## src/rtl/queens_search_ctrl.sv

```systemverilog
// Depth-first backtracking N-queens sequencer. It steps an external board datapath
// through check/place/erase moves and reports each solution to the host.
module queens_search_ctrl #(
  parameter int N   = 8,
  parameter int CW  = 3,
  parameter int SCW = 8
) (
  input  logic           clk,
  input  logic           rst,
  input  logic           start,
  input  logic           next,
  input  logic           stop,
  input  logic           safe,
  output logic [CW-1:0]  row_counter,
  output logic [CW-1:0]  clm_counter,
  output logic           update,
  output logic           fill_erase,
  output logic           busy,
  output logic           found,
  output logic           done,
  output logic [SCW-1:0] sol_count
);

  typedef enum logic [2:0] {
    S_IDLE,
    S_CHECK,
    S_PLACE,
    S_FOUND,
    S_BACK,
    S_ERASE,
    S_CLEAR,
    S_DONE
  } state_t;

  localparam logic [CW-1:0] LAST = CW'(N - 1);

  state_t        state, state_nxt;
  logic [CW-1:0] r, r_nxt;
  logic [CW-1:0] c, c_nxt;
  logic [CW-1:0] col_mem [N];
  logic [CW-1:0] disp_clm;
  logic          launch;
  logic          solved;

  // NOTE: next-state logic is combinational, so it uses blocking assignments and
  // gives every variable a default first; anything left unassigned would become a latch.
  always_comb begin
    state_nxt = state;
    r_nxt     = r;
    c_nxt     = c;
    unique case (state)
      S_IDLE, S_DONE: begin
        if (start) begin
          state_nxt = S_CHECK;
          r_nxt     = '0;
          c_nxt     = '0;
        end
      end
      S_CHECK: begin
        if (safe)           state_nxt = S_PLACE;
        else if (c != LAST) c_nxt     = c + 1'b1;
        else                state_nxt = S_BACK;
      end
      S_PLACE: begin
        if (r == LAST) begin
          state_nxt = S_FOUND;
        end else begin
          state_nxt = S_CHECK;
          r_nxt     = r + 1'b1;
          c_nxt     = '0;
        end
      end
      S_FOUND: begin
        // stop takes priority over next when both are raised together
        if (stop)      state_nxt = S_CLEAR;
        else if (next) state_nxt = S_ERASE;
      end
      S_BACK: begin
        if (r == '0) begin
          state_nxt = S_DONE;
        end else begin
          state_nxt = S_ERASE;
          r_nxt     = r - 1'b1;
        end
      end
      S_ERASE: begin
        if (col_mem[r] != LAST) begin
          state_nxt = S_CHECK;
          c_nxt     = col_mem[r] + 1'b1;
        end else begin
          state_nxt = S_BACK;
        end
      end
      S_CLEAR: begin
        if (r == '0) state_nxt = S_DONE;
        else         r_nxt     = r - 1'b1;
      end
      default: state_nxt = S_IDLE;
    endcase
  end

  // Erase-type states address the queen recorded for the row; search states address (r, c).
  assign disp_clm = (state_nxt == S_ERASE || state_nxt == S_CLEAR) ? col_mem[r_nxt] : c_nxt;
  assign launch   = (state == S_IDLE || state == S_DONE) && start;
  assign solved   = (state == S_PLACE) && (r == LAST);

  always_ff @(posedge clk or posedge rst) begin
    if (rst) begin
      state       <= S_IDLE;
      r           <= '0;
      c           <= '0;
      // NOTE: col_mem is only N small words, so it is reset with the rest of the
      // state; a large RAM would instead be left unreset and written before use.
      for (int i = 0; i < N; i++) col_mem[i] <= '0;
      sol_count   <= '0;
      row_counter <= '0;
      clm_counter <= '0;
      update      <= 1'b0;
      fill_erase  <= 1'b0;
      busy        <= 1'b0;
      found       <= 1'b0;
      done        <= 1'b0;
    end else begin
      state <= state_nxt;
      r     <= r_nxt;
      c     <= c_nxt;

      if (state == S_PLACE) col_mem[r] <= c;

      if (launch)                           sol_count <= '0;
      else if (solved && sol_count != '1)   sol_count <= sol_count + 1'b1;

      // Selectors only move in states that address the board; elsewhere they hold.
      if (state_nxt == S_CHECK || state_nxt == S_PLACE ||
          state_nxt == S_ERASE || state_nxt == S_CLEAR) begin
        row_counter <= r_nxt;
        clm_counter <= disp_clm;
      end

      update     <= (state_nxt == S_PLACE) || (state_nxt == S_ERASE) || (state_nxt == S_CLEAR);
      fill_erase <= (state_nxt == S_PLACE);
      busy       <= !(state_nxt == S_IDLE || state_nxt == S_FOUND || state_nxt == S_DONE);
      found      <= (state_nxt == S_FOUND);
      done       <= (state_nxt == S_DONE);
    end
  end

endmodule
```

## config.mk

```make
export PLATFORM = sky130hd
export DESIGN_NAME = queens_search_ctrl
export DESIGN_NICKNAME = d
export VERILOG_FILES = /design/src/rtl/queens_search_ctrl.sv
export SDC_FILE = /design/constraint.sdc
export NUM_CORES = 1
export LEC_CHECK = 0
export CAP_MARGIN = 20
export CORE_ASPECT_RATIO = 0.6
export CORE_MARGIN = 1
export CORE_UTILIZATION = 35
export DETAILED_ROUTE_END_ITERATION = 8
export GPL_TIMING_DRIVEN = 0
export HOLD_SLACK_MARGIN = 0.12
export PLACE_DENSITY_LB_ADDON = 0.05
export SLEW_MARGIN = 20
export SYNTH_ARGS = -nofsm -noshare
export SYNTH_HDL_FRONTEND = slang
export SYNTH_SLANG_ARGS = --single-unit
```

## constraint.sdc

```tcl
create_clock -name clk -period 3.6 [get_ports clk]
set_input_delay 0.54 -clock clk [delete_from_list [all_inputs] [get_ports clk]]
set_output_delay 0.54 -clock clk [all_outputs]
set_load 0.05 [all_outputs]
```

# Word-level counts from Yosys, hierarchy flattened
# Index checks and enable logic that the tools add are counted.
[op_classes]
order_cmp = 3
mux = 32
bitwise = 2
reduce_logical = 20
add_sub_neg = 5
n_eq_ne = 17
[op_table]
columns = ["cell", "count"]
rows = [
  ["3-bit 2-to-1 mux", 21],
  ["24-bit bitwise mux", 1],
  ["3-bit equality test (second input constant)", 8],
  ["3-bit case mux with 7 select lines", 1],
  ["3-bit binary-select mux with 3-bit select", 2],
  ["8-bit 2-to-1 mux", 2],
  ["3-bit by 2-bit equality test with 1-bit output (second input constant)", 4],
  ["3-bit case mux with 4 select lines", 1],
  ["3-bit by 1-bit adder with 3-bit output (second input constant)", 3],
  ["3-bit demux with 3-bit select", 1],
  ["3-bit logical NOT", 3],
  ["1-bit logical OR", 9],
  ["3-bit case mux with 3 select lines", 1],
  ["8-bit by 1-bit adder with 8-bit output (second input constant)", 1],
  ["4-bit greater-or-equal comparator (second input constant)", 2],
  ["8-bit != test (second input constant)", 1],
  ["3-bit NOT with 4-bit output", 2],
  ["3-bit by 1-bit equality test with 1-bit output (second input constant)", 2],
  ["3-bit != test (second input constant)", 2],
  ["1-bit logical AND", 4],
  ["4-bit by 1-bit less-than comparator with 1-bit output (second input constant)", 1],
  ["2-bit 2-to-1 mux", 2],
  ["2-bit OR reduction", 2],
  ["3-bit by 1-bit subtractor with 3-bit output (second input constant)", 1],
  ["2 further kinds", 2],
]
[word_totals]
out_inout_bits = 19
in_bits = 6
regBits = 52

# Longest topological paths before layout
[logic_depth]
word_depth = 11
mapped_depth = 13
ltp_nobuf = 12

# Worst setup path after synthesis
# OpenSTA, ideal clock, no wires.
[synth_timing]
kind = "reg-to-reg"
startpoint = "register r[0]"
endpoint = "register row_counter[2]"
t_arrival_ns = 2.887
stages_incl_launch_ff = 12
period_less_slack_ns = 3.015
slack_ns = 0.585
required_time_ns = 3.472
path_buffers = 1
path_cell_list = "dfrtp_1 -> buf_2 -> mux4_2 -> nand2_1 -> nand2_1 -> ha_1 -> ha_1 -> nor2_1 -> a222oi_1 -> o21bai_1 -> xor2_2 -> mux2_1"
[synth_via]
elab_chain_cells = 11
[synth_lines]
columns = ["element", "line_no", "text"]
rows = [
  ["start, declared", "38", "logic [CW-1:0] r, r_nxt;"],
  ["start signal, assigned", "125", "r <= r_nxt;"],
  ["3-bit NOT with 4-bit output (implied by the code)", "87", "if (col_mem[r] != LAST) begin"],
  ["3-bit binary-select mux with 3-bit select", "87", ""],
  ["3-bit 2-to-1 mux (implied by the code) (2 in a row)", "87", ""],
  ["3-bit != test", "87", ""],
  ["3-bit 2-to-1 mux", "87", ""],
  ["3-bit case mux with 7 select lines", "51", "unique case (state)"],
  ["3-bit by 1-bit equality test with 1-bit output or 3-bit by 2-bit equality test with 1-bit output (tied branches)", "134", "if (state_nxt == S_CHECK || state_nxt == S_PLACE ||"],
  ["1-bit logical OR (2 in a row)", "134", ""],
  ["1-bit logical OR", "135", "state_nxt == S_ERASE || state_nxt == S_CLEAR) begin"],
  ["end signal, assigned", "136", "row_counter <= r_nxt;"],
  ["end, declared", "14", "output logic [CW-1:0] row_counter,"],
]
# Parallel ways exist; a longest one is shown, timed or not. The select of a mux whose other input is x is not followed.
# A chain may end at the register's enable or synchronous reset.

# Final worst setup path
[layout_timing]
startpoint = "register r[0]"
endpoint = "register clm_counter[1]"
[layout_via]
elab_chain_cells = 11
[layout_lines]
columns = ["element", "line_no", "text"]
rows = [
  ["3-bit NOT with 4-bit output (implied by the code)", "87, 89", ""],
  ["3-bit binary-select mux with 3-bit select", "87, 89", ""],
  ["3-bit 2-to-1 mux (implied by the code) (2 in a row)", "87, 89", ""],
  ["3-bit != test", "87", ""],
  ["3-bit 2-to-1 mux", "87", ""],
  ["3-bit case mux with 7 select lines", "51", ""],
  ["3-bit by 1-bit equality test with 1-bit output or 3-bit by 2-bit equality test with 1-bit output (tied branches)", "134", ""],
  ["1-bit logical OR (2 in a row)", "134", ""],
  ["1-bit logical OR", "135", ""],
  ["end signal, assigned", "137", "clm_counter <= disp_clm;"],
  ["end, declared", "15", "output logic [CW-1:0] clm_counter,"],
]
# Parallel ways exist; a longest one is shown, timed or not. The select of a mux whose other input is x is not followed.

==> out/results.ini <==
[logic_synthesis]
synth_top_flop_cell = dfrtp_1
synthArstFlopShare = 1.00
post_synth_num_cell_types = 60
syn_area_um2 = 3020
ys_ff_latch = 52
yosysWarnings = 0
netlist_instances = 275
synth_fp_nets = 288
synth_area_per_cell_um2 = 11.0
synth-seq-area-share = 0.431
synth_edf_count = 0

[detailed_routing]
routedWlPerCell_um = 19.5
drt-total-wl_mm = 8.12
vias = 2298
drc = 0
first_iter_violations = 306
antenna_left = 0
dr.pass1.iters = 4
routed_via_density = 5.52

[critical_path]
crit_path_start = r[0]
r2r-end = clm_counter[1]
rr_worst_depth = 13
required_ns = 3.80
setup.worst_path.class = register to register
crit_path_max_fanout = 10
start_kind = register
arrival_ns = 3.50
endpoint_kind = register
r2r_start = r[0]
rrSetupSlack_ns = 0.31

[pwr]
p_leak_nw = 1.55
combinationalPowerShare = 0.570
cellPowerDensity_nw_per_um2 = 896
ir_drop_v = 0.000398
clkPwrFrac = 0.157
intPower_mw = 1.74
p_sw_mw = 1.45
seqPwrFrac = 0.273
switching_share = 0.454

[timing]
max_clock_freq_ghz = 0.304
holdWs_ns = 0.493
report.final.setup_viol = 0
worstMarginPinSlew_ns = 0.708
fin_crit_ns = 3.29
rsz0062_at_grt = false
relSlewSlack = 0.525
hold_viol = 0
setup_tns_ns = 0
slew_viol_final = 0
finalCritPeriodShare = 0.914
clock_skew_ns = 0.00490

[floorplan]
core-area_um2 = 8100
dieArea_um2 = 9010
fp-row-count = 25
start_util = 0.372
ios = 25
die_x_um = 122
die_h_um = 73.9

[clocking]
cts_tree = done
cts_buffers = 5
insertion_delay_ns = 0.30
numClockSinks = 52
path_clk_slew_ns = 0.07
cts_root_buffer = clkbuf_16
h-tree-depth = 2
clockBufferDepth = 2
cts_hold_buf = 0

[worst_hold_path]
hold_class = register to register
hold_path_end = row_counter[1]
hold_start = row_counter[1]
hold-path-cell-count = 1

[placement]
dp_hpwl_mm = 5.85
gp_congestion = 0.828
io_buffers = 23

[layout]
final_nets = 320
diodes = 0
syn2layout_area_growth_pct = 18.2
drive_above_1_share = 0.211

[flow_run]
cap_viol_max_count = 0

[global_routing]
overflow = 0
grtUsageTotal = 0.198
grt_first_pass_wirelength_mm = 13.1
antenna_found_initial = 0
grt_max_degree = 53
grt_pass1_vias = 2174

[run_status]
status = finished clean

## worst max-delay path, stage by stage, from the launching register on
cell and delay [ns]:
dfrtp_1 0.47, clkbuf_4 0.29, mux4_2 0.51, nand2_1 0.12
nand2_1 0.08, ha_1 0.20, ha_1 0.23, nor2_2 0.17
a222oi_1 0.12, o21bai_1 0.28, xor2_2 0.30, buf_4 0.19
nor2_1 0.04, a31oi_1 0.18
## stage by stage
stage,util,setup WS [ns],std cells,power [mW],area [um^2]
final,0.440,0.308,416,3.20,3570
after global routing,0.440,0.0991,416,3.41,3570
after CTS,0.437,0.0776,414,3.13,3540
after detailed placement,0.418,0.103,406,2.60,3380
after global placement,0.417,0.0894,406,2.61,3380
after floorplan,-,0.585,275,2.14,3020
## state kept, by name, summed over array words and instances (netlist names)
register and cells:
col_mem 24, sol_count 8, c 3, clm_counter 3, r 3, row_counter 3, state 3, busy 1
done 1, fill_erase 1, found 1, update 1
## cells in the mapped netlist, drive strengths merged (3+ instances only)
| cell type | n | area, um^2 |
|---|---|---|
| a32oi | 4 | 35.0 |
| buf | 10 | 71.3 |
| ha | 7 | 87.6 |
| mux2 | 28 | 315 |
| dfrtp | 52 | 1300 |
| xor2 | 4 | 42.6 |
| nand2 | 17 | 63.8 |
| a21oi | 9 | 45.0 |
| mux4 | 6 | 135 |
| nor3 | 7 | 35.0 |
| nand2b | 3 | 21.3 |
| a22oi | 7 | 52.6 |
| xnor2 | 5 | 43.8 |
| nor2b | 5 | 31.3 |
| inv | 10 | 37.5 |
| o21ai | 11 | 55.1 |
| mux2i | 12 | 120 |
| nand4 | 3 | 18.8 |
| clkbuf | 3 | 12.5 |
| nor2 | 22 | 82.6 |
| nand3 | 13 | 65.1 |
| a31oi | 6 | 37.5 |
## power groups by stage
stage                     Sequential, mW  Clock [mW]  Combinational, mW
after floorplan                     1.00           0               1.13
after global placement             0.878           0               1.73
after detailed placement           0.876           0               1.73
after CTS                          0.869       0.516               1.74
after global routing               0.888       0.551               1.97
final                              0.872       0.503               1.82
## layout make-up
cell class | count | area [um^2]
Multi-Input combinational cell | 199 | 1600
Buffer | 13 | 87.6
Timing Repair Buffer | 25 | 245
Clock buffer | 6 | 139
Clock inverter | 2 | 13.8
Inverter | 11 | 43.8
Sequential cell | 52 | 1300
Fill cell | 788 | 4540
Tap cell | 108 | 135
## per-layer routing
metal / vias to the layer above / GRT usage / part of all wire
met5: - / 0 / 0
met4: 0 / 0.0412 / 0.0085
met3: 8 / 0.0450 / 0.066
met2: 69 / 0.221 / 0.36
met1: 1142 / 0.351 / 0.57
li1: 1079 / - / -
## cell usage in the layout (no fill, tap or decap), types with 3 or more instances in the layout
cell type and instances:
ha_1 7, a22oi_1 7, nor2_1 21, nor3_1 7, dfrtp_1 52, clkbuf_16 5
clkdlybuf4s50_1 23, a21oi_1 9, nand3_1 13, mux2_2 26, o21ai_0 10, xnor2_1 5
nand4_1 3, inv_1 7, buf_4 5, a31oi_1 6, nand2_1 17, a32oi_1 3
nor2b_1 5, mux4_2 6, mux2i_1 12, xor2_1 3
## how the worst max path moves through the flow
stage                     end  depth (start not counted)
6_report       clm_counter[1]                         13
3_3_place_gp   row_counter[2]                         11
4_1_cts        row_counter[2]                         11
5_1_grt        clm_counter[1]                         13
2_1_floorplan  row_counter[2]                         11
3_5_place_dp   row_counter[2]                         11
## cells by family after synthesis
group,count (synthesis),share of synthesized area
fa+ha+maj,7,0.0290
simple gates,81,0.136
buf+inv,24,0.0415
xor+xnor,9,0.0286
compound gates,56,0.145
mux,46,0.189
flops,52,0.431
## repair_timing
item | 4_1_cts | 5_1_grt
buffers inserted | 0 | 2
gates resized for setup | 0 | 5
endpoints found under the setup margin | 0 | 7
(Power assumes the default switching activity.)
